## src/rtl/mem_arbiter_pkg.sv

```systemverilog
// ============================================================================
// Package    : lc3b_types
// Description: Shared LC-3b types for the memory arbiter: the word type, the
//              byte-enable type, the arbiter state and port encodings, and a
//              helper that returns the effective downstream byte mask.
// Revision   : 1.0 - initial release
// ============================================================================
`default_nettype none

package lc3b_types;

  typedef logic [15:0] lc3b_word;
  typedef logic [1:0]  lc3b_mem_wmask;

  typedef enum logic [1:0] {
    IDLE = 2'd0,
    BUSY = 2'd1,
    RESP = 2'd2
  } arb_state_t;

  typedef enum logic {
    PORT_A = 1'b0,
    PORT_B = 1'b1
  } arb_port_t;

  // Reads always fetch the full word; writes keep the caller's byte enables.
  function automatic lc3b_mem_wmask eff_wmask(input logic is_write,
                                              input lc3b_mem_wmask mask);
    return is_write ? mask : 2'b11;
  endfunction

endpackage

`default_nettype wire

```

## src/rtl/mem_arbiter_grant.sv

```systemverilog
// ============================================================================
// Module     : arb_grant
// Description: Combinational grant select between port A and port B.
//              Macro MEM_ARB_ROUND_ROBIN_EN: when defined, a tie goes to the
//              port not granted last; otherwise B always wins a tie.
// Ports      : req_a, req_b  - port requests
//              last_grant    - port granted in the previous transaction
//              grant         - selected port (PORT_A when nothing requests)
// Revision   : 1.0 - initial release
// ============================================================================
`default_nettype none

module arb_grant
  import lc3b_types::*;
(
  input  logic      req_a,
  input  logic      req_b,
  input  arb_port_t last_grant,
  output arb_port_t grant
);

`ifdef MEM_ARB_ROUND_ROBIN_EN
  always_comb begin
    grant = PORT_A;
    if (req_a && req_b) begin
      grant = (last_grant == PORT_A) ? PORT_B : PORT_A;
    end else if (req_b) begin
      grant = PORT_B;
    end
  end
`else
  // Fixed priority: port B carries the older instruction.
  logic unused_last_grant;
  assign unused_last_grant = last_grant;

  always_comb begin
    grant = PORT_A;
    if (req_b) begin
      grant = PORT_B;
    end
  end
`endif

endmodule

`default_nettype wire

```

## src/rtl/mem_arbiter.sv

```systemverilog
// ============================================================================
// Module     : mem_arbiter
// Description: Two-port memory responder serialising the instruction port (A)
//              and data port (B) onto one downstream memory port. Level
//              requests, one-cycle response pulses, all outputs registered.
//              Macro MEM_ARB_ROUND_ROBIN_EN enables round-robin tie breaking
//              (default build: fixed B-over-A priority).
// Ports      : clk, reset_n                   - clock, async active-low reset
//              mem_read_x, mem_write_x        - port x request (level)
//              mem_address_x/wdata_x/wmask_x  - port x request fields
//              mem_resp_x, mem_rdata_x        - port x completion / read data
//              pmem_read/write/address/wdata/wmask - downstream request
//              pmem_resp, pmem_rdata          - downstream completion / data
// Revision   : 1.0 - initial release
// ============================================================================
`default_nettype none

module mem_arbiter
  import lc3b_types::*;
(
  input  logic          clk,
  input  logic          reset_n,
  // port A
  input  logic          mem_read_a,
  input  logic          mem_write_a,
  input  lc3b_word      mem_address_a,
  input  lc3b_word      mem_wdata_a,
  input  logic [1:0]    mem_wmask_a,
  output logic          mem_resp_a,
  output lc3b_word      mem_rdata_a,
  // port B
  input  logic          mem_read_b,
  input  logic          mem_write_b,
  input  lc3b_word      mem_address_b,
  input  lc3b_word      mem_wdata_b,
  input  logic [1:0]    mem_wmask_b,
  output logic          mem_resp_b,
  output lc3b_word      mem_rdata_b,
  // downstream
  output logic          pmem_read,
  output logic          pmem_write,
  output lc3b_word      pmem_address,
  output lc3b_word      pmem_wdata,
  output logic [1:0]    pmem_wmask,
  input  logic          pmem_resp,
  input  lc3b_word      pmem_rdata
);

  arb_state_t state, next_state;
  arb_port_t  grant;       // port owning the outstanding transaction
  arb_port_t  sel;         // combinational pick in IDLE
  arb_port_t  last_grant;

  logic       req_a, req_b, req_any;
  logic       sel_write;
  lc3b_word   sel_addr, sel_wdata;
  logic [1:0] sel_wmask;

  assign req_a   = mem_read_a | mem_write_a;
  assign req_b   = mem_read_b | mem_write_b;
  assign req_any = req_a | req_b;

  arb_grant u_grant (
    .req_a      (req_a),
    .req_b      (req_b),
    .last_grant (last_grant),
    .grant      (sel)
  );

`ifdef MEM_ARB_ROUND_ROBIN_EN
  always_ff @(posedge clk or negedge reset_n) begin
    if (!reset_n) begin
      last_grant <= PORT_A;
    end else if (state == IDLE && req_any) begin
      last_grant <= sel;
    end
  end
`else
  assign last_grant = PORT_A;
`endif

  // Request fields of the selected port; read+write together counts as write.
  always_comb begin
    sel_write = mem_write_a;
    sel_addr  = mem_address_a;
    sel_wdata = mem_wdata_a;
    sel_wmask = mem_wmask_a;
    if (sel == PORT_B) begin
      sel_write = mem_write_b;
      sel_addr  = mem_address_b;
      sel_wdata = mem_wdata_b;
      sel_wmask = mem_wmask_b;
    end
  end

  always_ff @(posedge clk or negedge reset_n) begin
    if (!reset_n) begin
      state <= IDLE;
    end else begin
      state <= next_state;
    end
  end

  always_comb begin
    next_state = state;
    case (state)
      IDLE:    if (req_any)   next_state = BUSY;
      BUSY:    if (pmem_resp) next_state = RESP;
      RESP:                   next_state = IDLE;
      default:                next_state = IDLE;
    endcase
  end

  // The pmem_* registers double as the latched request: once in BUSY they
  // are never reloaded from the upstream ports.
  always_ff @(posedge clk or negedge reset_n) begin
    if (!reset_n) begin
      grant        <= PORT_A;
      pmem_read    <= 1'b0;
      pmem_write   <= 1'b0;
      pmem_address <= '0;
      pmem_wdata   <= '0;
      pmem_wmask   <= '0;
      mem_resp_a   <= 1'b0;
      mem_resp_b   <= 1'b0;
      mem_rdata_a  <= '0;
      mem_rdata_b  <= '0;
    end else begin
      mem_resp_a <= 1'b0;
      mem_resp_b <= 1'b0;
      case (state)
        IDLE: begin
          if (req_any) begin
            grant        <= sel;
            pmem_write   <= sel_write;
            pmem_read    <= ~sel_write;
            pmem_address <= sel_addr;
            pmem_wdata   <= sel_wdata;
            pmem_wmask   <= eff_wmask(sel_write, sel_wmask);
          end
        end
        BUSY: begin
          if (pmem_resp) begin
            pmem_read  <= 1'b0;
            pmem_write <= 1'b0;
            if (grant == PORT_A) begin
              mem_resp_a <= 1'b1;
              if (pmem_read) mem_rdata_a <= pmem_rdata;
            end else begin
              mem_resp_b <= 1'b1;
              if (pmem_read) mem_rdata_b <= pmem_rdata;
            end
          end
        end
        default: ;
      endcase
    end
  end

endmodule

`default_nettype wire

```

## config.mk

```make
export PLATFORM = sky130hd
export DESIGN_NAME = mem_arbiter
export DESIGN_NICKNAME = d
export VERILOG_FILES = /design/src/rtl/mem_arbiter_pkg.sv /design/src/rtl/mem_arbiter_grant.sv /design/src/rtl/mem_arbiter.sv
export SDC_FILE = /design/constraint.sdc
export NUM_CORES = 1
export LEC_CHECK = 0
export CORE_MARGIN = 3
export CORE_UTILIZATION = 30
export CTS_CLUSTER_SIZE = 12
export DETAILED_ROUTE_END_ITERATION = 16
export PLACE_DENSITY = 0.66
export REMOVE_ABC_BUFFERS = 1
export SLEW_MARGIN = 25
export SYNTH_ARGS = -nofsm -noshare
export SYNTH_HDL_FRONTEND = slang
export SYNTH_SLANG_ARGS = --single-unit
```

## constraint.sdc

```tcl
create_clock -name clk -period 3.47 [get_ports clk]
set_input_delay 0.694 -clock clk [delete_from_list [all_inputs] [get_ports clk]]
set_output_delay 0.694 -clock clk [all_outputs]
set_load 0.01 [all_outputs]
```

==> metrics.yaml, run 1 <==
ctsHtreeMaxLevel: 3
fin_nets: 462
groute.usage.overall: 0.139
synth_top_area_share: 0.550
finalSetupViolCount: 0
gp_congestion: 0.768
die_area_um2: 12400
hold_buffers: 0
path_delay_family: "buffers and inverters"
antenna_found_initial: 0
crit_path_start_kind: "input port"
num_rows: 37
clock_path_buffers: 2
first_iter_violations: 48
critPathSlowestCell: "clkdlybuf4s50_1"
die_w_um: 111
finalCriticalPeriod_ps: 2320
ios: 161
synth.avg_cell_area_um2: 16.2
path_max_fanout: 29
synth_xor_area_frac: 0
cts_resized: 0
dr.pass1.iters: 4
hp-class: "input port to async pin"
antenna_left: 0
arrival_ps: 2540
fin_crit_sh: 0.669
postCtsSetupRepairBufs: 0
dieHeight_um: 111
drv_cap: 0
synth_seq_cells: 73
synth_common_cells: "dfrtp_1, mux2_2, mux2_4, buf_6, o21ai_0"
ys_types: 25
yosys.area_share.simple: 0.0399
placed_area_um2: 5020
yosysSeqAreaShare: 0.550
synth_mux_area_frac: 0.354
insertion_delay_ps: 330
status: "completed"
diodes: 0
dominantRegCellSynth: "dfrtp_1"
synth_area_um2: 3320
first_global_vias: 2593
async_reset_ff_frac: 1.00
drive_gt1_frac: 0.319
synth-edff-count: 0
routed_wl_um: 8250
ir_worst_vdd_uv: 350
dpl.hpwl_um: 5980
core_um2: 10600
synth_cells: 205
gr-total-overflow: 0
n_fill_cell: 952
slew_headroom: 0.560
endpoint_kind: "flip-flop"
synth_top_area_cell: "dfrtp_1"
syn_to_final_growth_pct: 58.3
yosysWarnings: 0
synth_top_family_by_area: "multiplexers"
critPathRequiredTime_ps: 3690
post_drt_wl_per_cell_um: 16.1
cts_buffers: 9
drc: 0
clock_skew_ps: 9.80
clockRootBuffer: "clkbuf_8"
path_buf_inv: 2
tightest_slew_ps: 659
synth-compound-area-share: 0.0222
powerDensity_nw_per_um2: 837
slowest_delay_ps: 520
port_buffers: 160
vias: 2292
setup-tns-final_ps: 0
final_area_um2: 5260
synth.area.top_cells: "dfrtp_1, mux2_2, mux2_4"
fmax_mhz: 431
yosys.area_share.adder: 0
start_util: 0.315
grt_pass1_wl_um: 13700
crit_chain: "clkdlybuf4s50_1, nor2_4, buf_4, mux2_2, mux2_2"
grt_max_degree: 74
tritoncts: "built"
criticalPathCategory: "input port to flip-flop"
finalMaxSlewViolations: 0
finalPower_mw: 4.40
hold_viol: 0
leakage_nw: 2.20
crit_top_cell: "mux2_2"
synth_most_common_cell: "dfrtp_1"
rsz0062_at_grt: "false"
cts.sinks: 73
clkTransAtPathRegs_ps: 80
via_per_inst: 4.48
power breakdown:
part	switching [mW]	internal (mW)	total, mW
logic	0.725	1.36	2.09
registers	0.232	1.28	1.51
clock network	0.325	0.482	0.808
through the flow:
| stage | std cells | worst slack (ps) | utilization | hold WS (ps) |
|---|---|---|---|---|
| finish | 512 | 1150 | 0.498 | 358 |
| global route | 512 | 1060 | 0.498 | 406 |
| CTS | 512 | 1140 | 0.498 | 513 |
| detailed placement | 496 | 775 | 0.475 | 492 |
| global placement | 496 | 827 | 0.475 | 489 |
| floorplan | 197 | 1200 | - | 398 |
final timing paths:
path                       depth (start not counted)              to            from  slack (ps)
max                                                5   pmem_wdata[1]     mem_write_b        1150
max in group asynchronous                          1   pmem_wdata[3]         reset_n        2650
max reg2reg                                        4   pmem_wdata[4]        state[0]        1610
min                                                1  mem_rdata_a[1]         reset_n         360
min reg2reg                                        1  mem_rdata_a[8]  mem_rdata_a[8]         510
min in group clk                                   1  mem_rdata_a[8]  mem_rdata_a[8]         510
routing by layer:
layer / vias up / wire length, µm / GRT usage
li1: 1063 / - / -
met1: 1149 / 3210 / 0.157
met2: 75 / 4430 / 0.246
met3: 5 / 530 / 0.0453
met4: 0 / 78 / 0.0438
met5: - / 0 / 0
logic make-up after synthesis:
logic type	after synthesis
mux	96
flops	73
compound gates	10
buf+inv	9
simple gates	17
layout make-up:
type | instances | area, µm² | share of cell area
Multi-Input combinational cell | 123 | 1380 | 0.263
Tap cell | 136 | 170 | 0.0324
Inverter | 1 | 3.75 | 0.000714
Clock buffer | 10 | 128 | 0.0243
Clock inverter | 6 | 113 | 0.0214
Timing Repair Buffer | 163 | 1640 | 0.311
Sequential cell | 73 | 1830 | 0.347
worst register-to-register path, cell delays in order (launching register included):
cell,delay [ps]
dfrtp_1,420
or2_4,290
a21oi_4,390
buf_12,290
mux2_2,370
state kept, by name, indices dropped and copies added (netlist names), 2 cells and up:
| signal | count |
|---|---|
| mem_rdata_b | 16 |
| state | 2 |
| pmem_wdata | 16 |
| pmem_wmask | 2 |
| mem_rdata_a | 16 |
| pmem_address | 16 |
placed cells by master (no fill, tap or decap), drive strengths merged:
cell	instances
and2	2
inv	3
nand3	1
bufinv	3
a21oi	1
nor2	3
mux2	96
nor3b	2
nor2b	1
o21a	1
nand2b	2
nand2	3
o21ai	5
o21bai	1
dfrtp	73
nand3b	1
o22a	2
buf	4
or2	2
clkinv	1
clkdlybuf4s50	159
clkbuf	10
(Power assumes the default switching activity.)
==> inputs of run 2 (changes only) <==
==> constraint.sdc (replaced) <==
create_clock -name clk -period 2.31 [get_ports clk]
set_input_delay 0.462 -clock clk [delete_from_list [all_inputs] [get_ports clk]]
set_output_delay 0.462 -clock clk [all_outputs]
set_load 0.01 [all_outputs]
==> run 2 against run 1 <==
Combinational power is 52% higher. Global-route usage is 0.067 points lower. Design area is 1.2% higher. Clock skew hardly changed. Clock power is 51% higher. Die area stayed put. Core utilization is 0.62 points higher. Sequential power is 50% higher. Critical endpoint is now pmem_wdata[15]. Largest power group unchanged.
==> metrics.yaml, run 2 (synthesis results as in run 1) <==
hp-class: "input port to async pin"
die_area_um2: 12400
p_clk_frac: 0.184
syn_to_final_growth_pct: 60.2
arrival_ps: 2060
mostFrequentLayoutCells: "clkdlybuf4s50_1, dfrtp_1, mux2_2"
via_per_inst: 4.42
antenna_found_initial: 0
powerDensity_nw_per_um2: 1250
pwr-share-comb: 0.476
postCtsSetupRepairBufs: 0
drv_cap: 0
gr-total-overflow: 0
first_iter_violations: 44
leakage_nw: 2.23
fin_crit_sh: 0.794
tightest_slew_ps: 475
vias: 2277
endpoint_kind: "flip-flop"
rsz0062_at_grt: "false"
hold_viol: 0
clock_skew_ps: 9.79
ir_worst_vdd_uv: 550
core_um2: 10600
slew_headroom: 0.683
cts_buffers: 9
fin_nets: 466
ctsHtreeMaxLevel: 3
setup-tns-final_ps: 0
status: "completed"
port_buffers: 160
path_max_fanout: 29
routed_wl_um: 8280
seq_area_um2: 1830
critPathRequiredTime_ps: 2530
grt_pass1_wl_um: 13600
finalSetupViolCount: 0
finalCriticalPeriod_ps: 1830
p_sw_mw: 1.94
drive_gt1_frac: 0.327
start_util: 0.315
utilization: 0.505
hold_buffers: 0
finalMaxSlewViolations: 0
clockRootBuffer: "clkbuf_8"
clock_path_buffers: 2
criticalPathCategory: "input port to flip-flop"
num_rows: 37
post_drt_wl_per_cell_um: 16.1
tritoncts: "built"
insertion_delay_ps: 340
cts.sinks: 73
dr.pass1.iters: 3
antenna_left: 0
gp_congestion: 0.769
grt_max_degree: 40
first_global_vias: 2525
layout_commonest_cell: "clkdlybuf4s50_1"
cts_resized: 0
multi_input_area_um2: 1380
groute.usage.overall: 0.138
dieHeight_um: 111
diodes: 0
ios: 161
clkTransAtPathRegs_ps: 70
fmax_mhz: 545
seq_power_share: 0.340
drc: 0
r2r_cells: 4
crit_path_start_kind: "input port"
die_w_um: 111
swShare: 0.290
n_fill_cell: 947
p_int_mw: 4.73
dpl.hpwl_um: 6110
==> run 2: cell count changes in the layout (fill, tap and decap cells not counted) <==
cell / before / now
clkinv_4: 0 / 1
inv_6: 2 / 0
clkbuf_8: 9 / 10
buf_6: 1 / 0
clkbuf_1: 1 / 0
buf_4: 2 / 4
buf_12: 1 / 4
==> run 2: worst paths after layout <==
check,from,endpoint,slack (ps)
worst max register to register,state[0],pmem_wdata[15],710
min in group clk,mem_rdata_a[13],mem_rdata_a[13],510
max in group asynchronous,reset_n,pmem_address[2],1660
worst min-delay path,reset_n,mem_rdata_b[1],70
worst max-delay path,mem_read_b,pmem_wdata[15],480
worst min register to register,mem_rdata_a[13],mem_rdata_a[13],510
==> run 2: cell type report <==
class | count | share of cell area
Sequential cell | 73 | 0.343
Timing Repair Buffer | 167 | 0.320
Multi-Input combinational cell | 123 | 0.259
Tap cell | 136 | 0.0320
Clock buffer | 10 | 0.0258
Clock inverter | 5 | 0.0195
Inverter | 1 | 0.000705
==> run 2: stage by stage <==
step / setup slack [ps] / cell area, µm² / hold slack (ps) / cells / power [mW]
3_5_place_dp: 113 / 5080 / 459 / 500 / 5.51
2_1_floorplan: 248 / 3210 / 166 / 197 / 3.76
3_3_place_gp: 164 / 5080 / 452 / 500 / 5.47
4_1_cts: 488 / 5330 / 73.0 / 515 / 6.79
6_report: 476 / 5330 / 72.1 / 515 / 6.67
5_1_grt: 427 / 5330 / 91.9 / 515 / 7.06
==> run 2: metal layers <==
layer	vias up	routed length (µm)	part of all wire	track usage
met3	14	515	0.062	0.0388
met5	-	0	0	0
met4	0	208	0.025	0.0608
met1	1109	3360	0.41	0.162
met2	82	4190	0.51	0.235
li1	1072	-	-	-
==> run 2: power by group through the flow <==
stage	clock [mW]	combinational, mW	sequential, mW
global route	1.32	3.37	2.37
floorplan	0	1.20	2.55
CTS	1.27	3.24	2.28
detailed placement	0	3.23	2.29
global placement	0	3.20	2.27
finish	1.22	3.17	2.27
==> run 2: critical path: stages <==
cell,delay [ps]
clkdlybuf4s50_1,480
nor2_4,230
buf_12,230
mux2_2,360
mux2_2,270
==> inputs of run 3 (changes only) <==
==> constraint.sdc (replaced) <==
create_clock -name clk -period 1.8 [get_ports clk]
set_input_delay 0.36 -clock clk [delete_from_list [all_inputs] [get_ports clk]]
set_output_delay 0.36 -clock clk [all_outputs]
set_load 0.01 [all_outputs]
==> run 3 against run 2 <==
Power up 26%. Clock power up 16%. Die area unchanged. Critical path type unchanged. Largest power group unchanged.
==> metrics.yaml, run 3 (synthesis results as in run 1) <==
mostFrequentLayoutCells: "clkdlybuf4s50_1, dfrtp_1, mux2_2"
clkTransAtPathRegs_ps: 80
port_buffers: 160
criticalPathCategory: "input port to flip-flop"
drive_gt1_frac: 0.336
post_drt_wl_per_cell_um: 15.9
slowest_delay_ps: 470
ir_worst_vdd_uv: 678
grt_pass1_wl_um: 13800
gr-total-overflow: 0
tightest_slew_ps: 327
finalMaxSlewViolations: 0
syn_to_final_growth_pct: 61.6
gp_congestion: 0.740
first_global_vias: 2681
drc: 0
place_inst: 506
diodes: 0
num_rows: 37
whs_ps: 418
cts_resized: 0
cts_buffers: 9
powerDensity_nw_per_um2: 1570
n_fill_cell: 963
rsz0062_at_grt: "false"
crit_path_start_kind: "input port"
crit_chain: "clkdlybuf4s50_1, nor2_4, buf_12, mux2_2, mux2_4"
clock_path_buffers: 2
antenna_left: 0
final_area_um2: 5370
clock_skew_ps: 12.9
placed_area_um2: 5140
endpoint_kind: "flip-flop"
finalSetupViolCount: 0
tritoncts: "built"
core_um2: 10600
seq_area_um2: 1830
routed_wl_um: 8320
drv_cap: 0
critPathRequiredTime_ps: 2010
clockRootBuffer: "clkbuf_8"
dpl.hpwl_um: 6260
start_util: 0.315
stdcell_count: 523
setup-tns-final_ps: 0
vias: 2328
finalCriticalPeriod_ps: 1700
die_area_um2: 12400
arrival_ps: 1910
fin_nets: 473
multi_input_area_um2: 1380
finalPower_mw: 8.43
dieHeight_um: 111
groute.usage.overall: 0.137
worst_slack_ps: 104
path_max_fanout: 29
antenna_found_initial: 0
reg2reg_slack_ps: 190
hold_viol: 0
utilization: 0.509
dr.pass1.iters: 3
leakage_nw: 2.25
via_per_inst: 4.45
first_iter_violations: 42
grt_max_degree: 39
postCtsSetupRepairBufs: 0
die_w_um: 111
ios: 161
cts.sinks: 73
fin_crit_sh: 0.942
slew_headroom: 0.781
status: "completed"
critPathSlowestCell: "clkdlybuf4s50_1"
hold_buffers: 1
fmax_mhz: 590
hp-class: "input port to async pin"
layout_commonest_cell: "clkdlybuf4s50_1"
insertion_delay_ps: 340
ctsHtreeMaxLevel: 3
post-place-ws_ps: -225
## run 3: cell count changes in the layout (fill, tap and decap cells not counted), sizes merged
cell,change
buf,+6
bufinv,-1
clkinvlp,+1
inv,+1
dlygate4sd3,+1
## run 3: power by group
| part | internal [mW] | leakage (nW) | switching [mW] |
|---|---|---|---|
| Sequential | 2.46 | 0.869 | 0.445 |
| Combinational | 2.70 | 1.28 | 1.42 |
| Clock | 0.787 | 0.107 | 0.627 |
| Total | 5.94 | 2.25 | 2.49 |
## run 3: cell type report
class / count / area share
Inverter: 1 / 0.000699
Tap cell: 136 / 0.0317
Clock buffer: 10 / 0.0238
Multi-Input combinational cell: 123 / 0.257
Timing Repair Buffer: 174 / 0.330
Clock inverter: 6 / 0.0168
Sequential cell: 73 / 0.340
## run 3: path summary, 6_finish.rpt
check | cells past startpoint | start | to
max | 5 | mem_write_b | pmem_address[2]
min | 2 | reset_n | mem_rdata_b[1]
max reg2reg | 4 | state[0] | pmem_wdata[3]
min reg2reg | 1 | pmem_wdata[0] | pmem_wdata[0]
max in group asynchronous | 3 | reset_n | pmem_wdata[10]
min in group clk | 1 | pmem_wdata[0] | pmem_wdata[0]
## run 3: routing by layer
metal | up-vias | part of all wire | routed length, µm | track usage
met3 | 13 | 0.054 | 450 | 0.0366
li1 | 1081 | - | - | -
met1 | 1154 | 0.40 | 3330 | 0.163
met5 | - | 0 | 0 | 0
met2 | 80 | 0.53 | 4370 | 0.238
met4 | 0 | 0.019 | 160 | 0.0519
## run 3: worst max-delay path, delay by kind of cell
family | cells | cell delay, ps
muxes | 2 | 610
buffers and inverters | 2 | 690
and+or+nand+nor | 1 | 220
==> edit: new RTL, flow settings as in run 3 <==
Register the input `mem_read_b` before use. The logic sees it one clock later. The other inputs are not delayed to match.
--- a/src/rtl/mem_arbiter.sv
+++ b/src/rtl/mem_arbiter.sv
@@ -46,6 +46,12 @@
   input  lc3b_word      pmem_rdata
 );
 
+  logic mem_read_b_q;
+
+  always_ff @(posedge clk) begin
+    mem_read_b_q <= mem_read_b;
+  end
+
   arb_state_t state, next_state;
   arb_port_t  grant;       // port owning the outstanding transaction
   arb_port_t  sel;         // combinational pick in IDLE
@@ -57,7 +63,7 @@
   logic [1:0] sel_wmask;
 
   assign req_a   = mem_read_a | mem_write_a;
-  assign req_b   = mem_read_b | mem_write_b;
+  assign req_b   = mem_read_b_q | mem_write_b;
   assign req_any = req_a | req_b;
 
   arb_grant u_grant (
Behaviour: not the same (a bounded check fails within 4 cycles, from zero or initial values and one cycle with reset_n low).
==> edit against run 3 <==
Total power fell by 1.7%; worst hold slack got worse by 0.026 ns; first-iteration DRC count grew 31%; cell area down 0.82%; largest power group unchanged; fmax rose by 1.3%; synthesized area shrank 0.79%; setup slack gained 0.022 ns; sequential cell count is 1 higher; synthesized cell count is 0.49% lower; wire length shrank 0.95%.
==> edit: results <==
[clock_network]
clock_latency_ns = 0.34

[routing]
drt-pass1-iter-count = 2
vias = 2319
routed_wl_mm = 8.24
first_iter_violations = 55

[global_routing]
grt_usage = 0.136
grt_max_degree = 65
grt_first_pass_wirelength_mm = 13.5

[synthesis]
synth.yosys.seq_area_share = 0.560
yosysUniqueCellTypes = 26
netlist_top_cells_area = dfrtp_1, mux2_2, mux2_4
netlist_top_cells_count = mux2_2, dfrtp_1, mux2_4, o21ai_0
async_flop_share = 0.986

[cells_and_area]
nFillCells = 935
drive_gt1_frac = 0.337
num-nets-final = 469

[place]
dpl.hpwl_mm = 6.00
globalplace.congestion = 0.737

[setup_path]
crit_fanout = 4
cp-startpoint = pmem_read
critPathMaxStageDelay_ns = 0.56
cp.arrival_ns = 1.31
r2r_slack_ns = 0.21

[run_status]
status = finished clean

[timing]
fmax_mhz = 598
relSlewSlack = 0.774
finalHoldWorstSlack_ns = 0.392
clock_skew_ns = 0.00871

[pwr]
peakVddDrop_mv = 0.642
[edit: cell count changes after synthesis, sizes merged]
cell and change:
o21ai -1, nand2b -1, nand2 -1, dfxtp +1
a22o +1
[edit: per-layer routing]
layer / vias up / wire [µm] / global-route usage / part of all wire
li1: 1073 / - / - / -
met2: 76 / 4230 / 0.234 / 0.51
met5: - / 0 / 0 / 0
met4: 0 / 78 / 0.0345 / 0.0095
met1: 1164 / 3420 / 0.162 / 0.41
met3: 6 / 509 / 0.0475 / 0.062
[edit: power breakdown]
part           internal [mW]  switching (mW)
Clock                  0.643           0.632
Combinational           2.67            1.39
Sequential              2.48           0.468
[edit: repair_timing]
| action | in CTS | in global routing |
|---|---|---|
| endpoints found under the setup margin | 0 | 0 |
| endpoints found under the hold margin | 9 | 0 |
| gates resized for setup | 0 | 0 |
| hold buffers | 1 | 0 |
[edit: per-stage QoR]
| stage | area, µm² | setup TNS (ns) | power (mW) | instances | setup slack, ns |
|---|---|---|---|---|---|
| floorplan | 3210 | -6.21 | 4.81 | 196 | -0.233 |
| global placement | 5120 | -7.47 | 7.03 | 502 | -0.216 |
| detailed placement | 5120 | -7.91 | 7.09 | 502 | -0.225 |
| CTS | 5330 | 0 | 8.44 | 519 | 0.0818 |
| global route | 5330 | 0 | 8.77 | 519 | 0.0667 |
| finish | 5330 | 0 | 8.29 | 519 | 0.127 |
[edit: area by class of cell]
type                    count  area share
multi-input cells         121       0.256
flip-flops and latches     74       0.347
clock inverters             6      0.0125
well taps                 136      0.0320
repair buffers            171       0.328
inverters                   1    0.000705
clock buffers              10      0.0240
[edit: worst max path at each step]
| stage | slack (ns) | endpoint |
|---|---|---|
| after floorplan | -0.23 | pmem_address[11] |
| after global placement | -0.22 | pmem_address[4] |
| after detailed placement | -0.22 | pmem_address[4] |
| after CTS | 0.08 | pmem_read |
| after global routing | 0.07 | pmem_read |
| final | 0.13 | pmem_read |
[edit: kinds of logic after synthesis]
group | Yosys count | share of synthesized area
muxes | 96 | 0.353
DFF | 74 | 0.560
and+or+nand+nor | 15 | 0.0372
AOI/OAI and AO/OA | 10 | 0.0235
buffers and inverters | 9 | 0.0262
